`src/rtl/ahb_pkg.sv`:
```
// ---------------------------------------------------------------------------
// ahb_pkg
//
// Shared AHB definitions used by the response multiplexer and default slave.
//   - AHB_DATA_BITS : data bus width (defaults to 32 if not set by the build)
//   - htrans_e      : master transfer type encoding
//   - hresp_e       : slave response encoding
//   - SLV_*         : bit positions of each slave inside the select vector
//   - SEL_*         : one-hot select vectors for each slave
//   - helpers       : one-hot test and "does this transfer carry data" test
// ---------------------------------------------------------------------------
`ifndef AHB_DATA_BITS
`define AHB_DATA_BITS 32
`endif

package ahb_pkg;

  typedef enum logic [1:0] {
    HTRANS_IDLE   = 2'b00,
    HTRANS_BUSY   = 2'b01,
    HTRANS_NONSEQ = 2'b10,
    HTRANS_SEQ    = 2'b11
  } htrans_e;

  typedef enum logic [1:0] {
    HRESP_OKAY  = 2'b00,
    HRESP_ERROR = 2'b01,
    HRESP_RETRY = 2'b10,
    HRESP_SPLIT = 2'b11
  } hresp_e;

  // Bit positions inside the {S2, S1, DEF} select vector.
  localparam int SLV_DEF   = 0;
  localparam int SLV_S1    = 1;
  localparam int SLV_S2    = 2;
  localparam int SLV_COUNT = 3;

  typedef logic [SLV_COUNT-1:0] slv_sel_t;

  localparam slv_sel_t SEL_DEF = slv_sel_t'(1 << SLV_DEF);
  localparam slv_sel_t SEL_S1  = slv_sel_t'(1 << SLV_S1);
  localparam slv_sel_t SEL_S2  = slv_sel_t'(1 << SLV_S2);

  // Exactly one bit set: non-zero, and clearing the lowest set bit leaves zero.
  function automatic logic isOneHot(input slv_sel_t sel);
    return (sel != '0) && ((sel & (sel - slv_sel_t'(1))) == '0);
  endfunction

  // NONSEQ and SEQ are the only transfer types that need a real response.
  function automatic logic isActiveTrans(input logic [1:0] trans);
    return (trans == HTRANS_NONSEQ) || (trans == HTRANS_SEQ);
  endfunction

endpackage

```
`src/rtl/ahb_default_slave.sv`:
```
// ---------------------------------------------------------------------------
// ahb_default_slave
//
// Answers accesses that the address decoder could not map to a real slave.
// IDLE/BUSY transfers get a zero-wait OKAY; NONSEQ/SEQ transfers get the
// two-cycle ERROR response (ERROR with HREADYOUT low, then ERROR with
// HREADYOUT high), and a back-to-back unmapped transfer restarts the pair.
//
// Ports:
//   HCLK       in   system clock, rising edge
//   HRESET     in   asynchronous active-high reset
//   HSEL       in   this slave is addressed by the current address phase
//   HTRANS[1:0] in  master transfer type
//   HREADY     in   bus-wide HREADY (address phase completes when high)
//   HREADYOUT  out  this slave's ready
//   HRESP[1:0] out  this slave's response
// ---------------------------------------------------------------------------
module ahb_default_slave
  import ahb_pkg::*;
(
  input  logic       HCLK,
  input  logic       HRESET,
  input  logic       HSEL,
  input  logic [1:0] HTRANS,
  input  logic       HREADY,
  output logic       HREADYOUT,
  output logic [1:0] HRESP
);

  localparam logic [1:0] DS_IDLE = 2'd0;
  localparam logic [1:0] DS_ERR1 = 2'd1;
  localparam logic [1:0] DS_ERR2 = 2'd2;

  logic [1:0] state_q;
  logic [1:0] state_d;
  logic       unmappedStart;

  // An unmapped transfer only starts when its address phase actually
  // completes, i.e. the bus is ready at this edge.
  assign unmappedStart = HSEL && isActiveTrans(HTRANS) && HREADY;

  // ERR1 always advances to ERR2 because this slave itself holds HREADY low
  // in ERR1. ERR2 already drives HREADY high, so the next address phase
  // completes there and is evaluated exactly like one from IDLE.
  always_comb begin
    state_d = state_q;
    case (state_q)
      DS_IDLE: state_d = unmappedStart ? DS_ERR1 : DS_IDLE;
      DS_ERR1: state_d = DS_ERR2;
      DS_ERR2: state_d = unmappedStart ? DS_ERR1 : DS_IDLE;
      default: state_d = DS_IDLE;
    endcase
  end

  // State register; reset abandons any ERROR sequence in progress.
  always_ff @(posedge HCLK or posedge HRESET) begin
    if (HRESET) begin
      state_q <= DS_IDLE;
    end else begin
      state_q <= state_d;
    end
  end

  // Moore outputs; the unused encoding behaves like IDLE.
  always_comb begin
    HREADYOUT = 1'b1;
    HRESP     = HRESP_OKAY;
    case (state_q)
      DS_ERR1: begin
        HREADYOUT = 1'b0;
        HRESP     = HRESP_ERROR;
      end
      DS_ERR2: begin
        HREADYOUT = 1'b1;
        HRESP     = HRESP_ERROR;
      end
      default: begin
        HREADYOUT = 1'b1;
        HRESP     = HRESP_OKAY;
      end
    endcase
  end

endmodule

```
`src/rtl/ahb_resp_mux.sv`:
```
// ---------------------------------------------------------------------------
// ahb_resp_mux
//
// AHB slave-to-master response multiplexer. The decoder's slave selects are
// captured into a one-hot data-phase select (dsel) whenever the bus is ready;
// dsel then steers the owning slave's HRDATA/HREADY/HRESP to the master for
// the whole data phase. Unmapped accesses are answered by the embedded
// default slave (ahb_default_slave).
//
// Parameters:
//   DEF_RDATA   read data shown while the default slave owns the data phase
//
// Ports:
//   HCLK, HRESET             clock and asynchronous active-high reset
//   HSELDefault/HSEL_S1/_S2  decoder selects for the current address phase
//   HTRANS[1:0]              master transfer type
//   HRDATA_S1/_S2            slave read data
//   HREADY_S1/_S2            slave HREADYOUT
//   HRESP_S1/_S2             slave responses
//   HRDATA, HREADY, HRESP    muxed response to the master (HREADY also
//                            goes to every slave)
//   SEL_ERR                  sticky flag: a non-one-hot select was seen
//
// Build option:
//   AHB_RESP_MUX_SELCHK_EN   when defined, non-one-hot selects are routed to
//                            the default slave and raise SEL_ERR; otherwise
//                            selects are trusted and SEL_ERR is tied low.
// ---------------------------------------------------------------------------
`ifndef AHB_DATA_BITS
`define AHB_DATA_BITS 32
`endif

module ahb_resp_mux
  import ahb_pkg::*;
#(
  parameter logic [`AHB_DATA_BITS-1:0] DEF_RDATA = '0
) (
  input  logic                      HCLK,
  input  logic                      HRESET,
  input  logic                      HSELDefault,
  input  logic                      HSEL_S1,
  input  logic                      HSEL_S2,
  input  logic [1:0]                HTRANS,
  input  logic [`AHB_DATA_BITS-1:0] HRDATA_S1,
  input  logic [`AHB_DATA_BITS-1:0] HRDATA_S2,
  input  logic                      HREADY_S1,
  input  logic                      HREADY_S2,
  input  logic [1:0]                HRESP_S1,
  input  logic [1:0]                HRESP_S2,
  output logic [`AHB_DATA_BITS-1:0] HRDATA,
  output logic                      HREADY,
  output logic [1:0]                HRESP,
  output logic                      SEL_ERR
);

  slv_sel_t                  rawSel;
  slv_sel_t                  loadSel;
  slv_sel_t                  dsel_q;
  slv_sel_t                  dsel_d;
  logic                      defSel;
  logic                      defReady;
  logic [1:0]                defResp;
  logic                      busReady;
  logic [`AHB_DATA_BITS-1:0] muxData;
  logic [1:0]                muxResp;

  assign rawSel = {HSEL_S2, HSEL_S1, HSELDefault};

`ifdef AHB_RESP_MUX_SELCHK_EN
  logic selBad;
  logic selErr_q;
  logic selErr_d;

  // A broken select vector is turned into an unmapped access so the master
  // sees an ERROR instead of a mix of slave outputs.
  assign selBad  = !isOneHot(rawSel);
  assign loadSel = selBad ? SEL_DEF : rawSel;
  assign defSel  = HSELDefault || selBad;

  // The check only counts at edges where the address phase completes; the
  // flag then stays set until reset.
  always_comb begin
    selErr_d = selErr_q || (busReady && selBad);
  end

  always_ff @(posedge HCLK or posedge HRESET) begin
    if (HRESET) begin
      selErr_q <= 1'b0;
    end else begin
      selErr_q <= selErr_d;
    end
  end

  assign SEL_ERR = selErr_q;
`else
  assign loadSel = rawSel;
  assign defSel  = HSELDefault;
  assign SEL_ERR = 1'b0;
`endif

  // The pipelined address phase is only accepted when the current data phase
  // finishes, so dsel holds through wait states.
  always_comb begin
    dsel_d = busReady ? loadSel : dsel_q;
  end

  // Out of reset the default slave owns the bus, which yields an idle OKAY.
  always_ff @(posedge HCLK or posedge HRESET) begin
    if (HRESET) begin
      dsel_q <= SEL_DEF;
    end else begin
      dsel_q <= dsel_d;
    end
  end

  ahb_default_slave u_defaultSlave (
    .HCLK      (HCLK),
    .HRESET    (HRESET),
    .HSEL      (defSel),
    .HTRANS    (HTRANS),
    .HREADY    (busReady),
    .HREADYOUT (defReady),
    .HRESP     (defResp)
  );

  // Response steering from the registered select only, so slave inputs reach
  // the master with no added latency. Anything other than S1 or S2 falls
  // back to the default slave.
  always_comb begin
    muxData  = DEF_RDATA;
    busReady = defReady;
    muxResp  = defResp;
    if (dsel_q[SLV_S1]) begin
      muxData  = HRDATA_S1;
      busReady = HREADY_S1;
      muxResp  = HRESP_S1;
    end else if (dsel_q[SLV_S2]) begin
      muxData  = HRDATA_S2;
      busReady = HREADY_S2;
      muxResp  = HRESP_S2;
    end
  end

  assign HRDATA = muxData;
  assign HREADY = busReady;
  assign HRESP  = muxResp;

endmodule

```
`config.mk`:
```
export PLATFORM = sky130hd
export DESIGN_NAME = ahb_resp_mux
export DESIGN_NICKNAME = d
export VERILOG_FILES = /design/src/rtl/ahb_pkg.sv /design/src/rtl/ahb_default_slave.sv /design/src/rtl/ahb_resp_mux.sv
export SDC_FILE = /design/constraint.sdc
export NUM_CORES = 1
export LEC_CHECK = 0
export ABC_CLOCK_PERIOD_IN_PS = 2100
export CAP_MARGIN = 20
export CORE_AREA = 2 2 59 61
export CTS_BUF_LIST = sky130_fd_sc_hd__clkbuf_4
export DETAILED_ROUTE_END_ITERATION = 7
export DIE_AREA = 0 0 61 63
export PLACE_DENSITY = 0.88
export SETUP_SLACK_MARGIN = 0.02
export SLEW_MARGIN = 40
export SYNTH_ARGS = -nofsm -noshare
export SYNTH_HDL_FRONTEND = slang
export SYNTH_SLANG_ARGS = --single-unit
```
`constraint.sdc`:
```
create_clock -name HCLK -period 2.1 [get_ports HCLK]
set_clock_uncertainty 0.2 [all_clocks]
set_input_delay 0.42 -clock HCLK [delete_from_list [all_inputs] [get_ports HCLK]]
set_output_delay 0.42 -clock HCLK [all_outputs]
set_load 0.1 [all_outputs]
```
== Yosys cells after proc, flatten, opt, wreduce, memory -nomap -nowiden ==
Cells that the tools add are included.
W data, S select, Z words.
Word-level totals
  flip-flop bits (word level): 5
  word-level logic and storage cells: 22
Cells by class
  equal/unequal tests: 4
  mux-type cells: 10
  reduce and logical (&&, ||, !) cells: 6
Operators with widths (number)
  $mux W32: 2
  $eq A2 B2 Y1 const B: 3
  $mux W1: 5
  $mux W2: 2
  $pmux W2 S2: 1
  $reduce_or A2 Y1: 2
  $eq A2 B1 Y1 const B: 1
  $logic_and A1 B1 Y1: 2
  $logic_not A2 Y1: 1
  $logic_or A1 B1 Y1: 1

== Logic depth before layout (Yosys ltp) ==
  depth in word-level cells: 7
  mapped depth: 5
  mapped depth without buffers: 5

== Cells and area by module ==
A second synthesis with hierarchy kept.
Unflattened totals
  cells, all modules: 80
  area, all modules: 705.7 um^2
Modules (own cells, without submodules)
  ahb_resp_mux: instances 1, cells each 64, area an instance 550.5 um^2
  ahb_default_slave: instances 1, cells each 16, area an instance 155.1 um^2

== Least setup slack after synthesis ==
Ideal clock, no wire load.
  path kind: register to output
  start: register u_defaultSlave.state_q[0]
  end: output port HRESP[0]
  arrival time: 2.104 ns
  slack: -0.624 ns
  stages on the path, launching flop included: 5
  path buffers: 0
  cell sequence: dfrtp_1 -> inv_1 -> ha_1 -> mux2i_1 -> o21ai_1
On the way
  longest elaborated chain between the ends: 5
  elaborated cells on any way between the ends: 6
  classes of those cells: eq/ne: 2; mux: 3; reduce/logical: 1
RTL lines
  from (decl): line ahb_default_slave.sv:34  | logic [1:0] state_q;
  from (signal assigned): line ahb_default_slave.sv:60  | state_q <= state_d;
  $eq A2 B1 Y1 / $eq A2 B2 Y1 (equally long branches): line ahb_default_slave.sv:68  | case (state_q)
  $reduce_or A2 Y1 (no source line) *
  $mux W1 *: line ahb_default_slave.sv:68
  $mux W2 *: line ahb_resp_mux.sv:137  | end else if (dsel_q[SLV_S2]) begin
  $mux W2 *: line ahb_resp_mux.sv:133  | if (dsel_q[SLV_S1]) begin
  to (decl): line ahb_resp_mux.sv:52  | output logic [1:0] HRESP,
Every way passes the cells marked *; elsewhere a longest branch is shown, timed or not.

== Worst setup path after layout ==
  start: input port HREADY_S2
  end: output port HREADY
On the way
  longest elaborated chain between the ends: 2
RTL lines
  from (decl): line ahb_resp_mux.sv:47  | input logic HREADY_S2,
  $mux W1: line ahb_resp_mux.sv:137
  $mux W1: line ahb_resp_mux.sv:133
  to (decl): line ahb_resp_mux.sv:51  | output logic HREADY,
No other way between the ends.

==> run summary <==
Outcome = finished clean
Final setup violation count = 0
Placed instance count = 226
Critical-path cell list = clkdlybuf4s50_1 -> nand2_1 -> nor3b_2 -> nor2_4 -> buf_12
Routed len/inst = 15.5 µm
Vias per cell = 4.57
EDFF count, synth = 0
Async S/R FF share, synth = 1.00
CTS tree = built
Mux share of post-synthesis cell area = 0.0281
Post-route ant nets = 0
Synth Area in XOR/XNOR = 0
Die Span Y = 63 µm
WP buf/inv = 2
Final wirelength = 3640 µm
Max-Cap Viols = 0
Register area share after synthesis = 0.140
Finished Layout Cells = 234
Worst Path Max Fanout = 2
Number of cells on the worst reg-to-reg path = 5
Total grt overflow = 0
Root Driver = clkbuf_4
Yosys top cell by area = a22o_1
Final period util = 0.990
Static leakage = 0.967 nW
GPL Wtd Cong = 0.816
R2r startpoint = u_defaultSlave.state_q[0]$_DFF_PP0_
Residual DRC = 0
Largest family of logic cells by synthesized area = compound AO/OA/AOI/OAI gates
Total CTS buffers = 3
Synth Area in Compound Gates = 0.460
GR Util All Layers = 0.182
Initial Utilization = 0.221
Worst path max stage delay = 0.43 ns
Most common cell in the netlist = a22o_1
I/O pins = 113
Syn Nets = 158
Yosys reg bits = 4
Hold/Removal Path Class = in -> async
Post-synth top area share = 0.418
Unrepaired setup endpoints after global routing = true
Layout cell share with drive strength beyond 1 = 0.457
Initial antenna violation count = 0
Max Root-Sink Buffers = 2
Synthesized area = 713 µm²
Final nets = 272
Clock Sinks = 4
Inserted Diodes = 0
P&R area growth vs syn = 221%
Type of the worst setup path = in -> out
Drt initial violations = 84
CP Capture Type = output pin
Primary FF master, synth = dfrtp_1
Largest net degree at the start of global routing = 34
Synth top area cells = a22o_1 42%, dfrtp_1 14%, ha_1 8.8%
Vias in the first global route = 1096
Pwr dens = 1540 nW/µm²
PortBufs = 110
Post-Synth Adder-Cell Area = 0.0877
Netlist cell types = 22
Die Wd = 61 µm
Worst EP arrival = 1.46 ns
Slowest cell on crit path = clkdlybuf4s50_1
Fin. max-slew vios = 0
Die area = 3840 µm²
Final core utilization = 0.708
Synth Warn # = 0
H-tree depth = 1
Reg2reg setup slack = 0.57 ns
Final Hold Viols = 0
# rows = 21
Fin crit period = 2.08 ns
FF-to-FF End = u_defaultSlave.state_q[0]$_DFF_PP0_
Cells after Synth = 76
Startpoint Class = input pin
Clk Latency, worst-skew pair = 0.24 ns
Max Clock Freq = 481 MHz
Worst Path Required = 1.48 ns
Synth top cells by count = 34 x a22o_1, 5 x ha_1, 4 x dfrtp_1
Syn_area_per_cell = 9.38 µm²
Vias = 1070
Simple-Gate Fraction of Synth Area = 0.118
Core area = 3230 µm²
Detailed placement HPWL = 3030 µm
Pre-Repair DR Iteration Count = 4
Peak VDD IR = 0.000612 V
First-pass GRT wire length = 5350 µm
CP top delay family = buffers and inverters
Clk slew on worst S/H paths = 0.04 ns
## metrics by stage
step                      power [mW]  setup WS, ns  area [µm²]  TNS [ns]  hold WS (ns)
final                           3.51        0.0201        2290         0         0.165
after global routing            3.62       -0.0470        2290   -0.0787         0.191
after CTS                       3.52        0.0214        2280         0         0.175
after detailed placement        3.38        0.0350        2220         0         0.390
after global placement          3.36        0.0630        2220         0         0.378
after floorplan                 2.27        0.0333         769         0       -0.0139
## layout make-up
class,instances,area [µm²]
Clock buffer,3,22.5
Fill cell,222,945
Inverter,3,11.3
Multi-Input combinational cell,59,561
Sequential cell,4,100
Tap cell,46,57.6
Timing Repair Buffer,119,1540
## logic make-up after synthesis
logic type,after synthesis
adder cells (fa/ha/maj),5
AND/OR/NAND/NOR,13
flip-flops,4
buffers and inverters,13
other,1
multiplexers,2
AO/OA/AOI/OAI,38
## cell usage in the layout (no fill, tap or decap)
| cell | instances |
|---|---|
| o21ai_0 | 1 |
| a22o_2 | 30 |
| a21oi_1 | 1 |
| mux2i_2 | 1 |
| mux2i_1 | 1 |
| inv_1 | 1 |
| nor2_4 | 1 |
| ha_1 | 4 |
| clkdlybuf4s50_1 | 75 |
| nand2_1 | 2 |
| buf_4 | 7 |
| buf_6 | 1 |
| nor4_1 | 1 |
| dfrtp_1 | 4 |
| conb_1 | 1 |
| nand3b_1 | 1 |
| clkbuf_4 | 3 |
| ha_2 | 1 |
| o21ai_4 | 1 |
| nand2b_1 | 1 |
| nor2b_1 | 3 |
| a22o_1 | 4 |
| inv_2 | 2 |
| buf_12 | 36 |
| nor2_1 | 2 |
| nor2b_4 | 1 |
| a2111oi_2 | 1 |
| nor3b_2 | 1 |
## routing by layer
layer | global-route usage | part of all wire | wire length [µm] | vias to the layer above
li1 | - | - | - | 520
met1 | 0.191 | 0.33 | 1220 | 475
met2 | 0.331 | 0.54 | 1950 | 63
met3 | 0.0518 | 0.097 | 352 | 12
met4 | 0.0652 | 0.031 | 112 | 0
met5 | 0 | 0 | 0 | -
## state kept, by name, summed over array words and instances, names as in the netlist
| signal | cells |
|---|---|
| u_defaultSlave.state_q | 2 |
| dsel_q | 2 |
## report_power, final
group / total [mW] / switching, mW / internal [mW]
Clock: 0.100 / 0.0358 / 0.0642
Sequential: 0.114 / 0.0185 / 0.0957
Combinational: 3.30 / 2.05 / 1.24
## how the worst max path moves through the flow
stage,start,to,depth (start not counted)
finish,HREADY_S2,HREADY,5
global route,u_defaultSlave.state_q[0]$_DFF_PP0_,HRESP[0],5
CTS,u_defaultSlave.state_q[0]$_DFF_PP0_,HRESP[0],5
detailed placement,HREADY_S2,HREADY,5
global placement,HREADY_S2,HREADY,5
floorplan,dsel_q[2]$_DFFE_PP0P_,HRDATA[0],4
## what timing repair did
action | 4_1_cts | 5_1_grt
endpoints found under the setup margin | 4 | 35
hold buffers | 0 | 0
gates resized for setup | 3 | 2
pin swaps | 2 | 1
buffers inserted | 5 | 0
No activity file was read; power rests on OpenSTA's default activity.
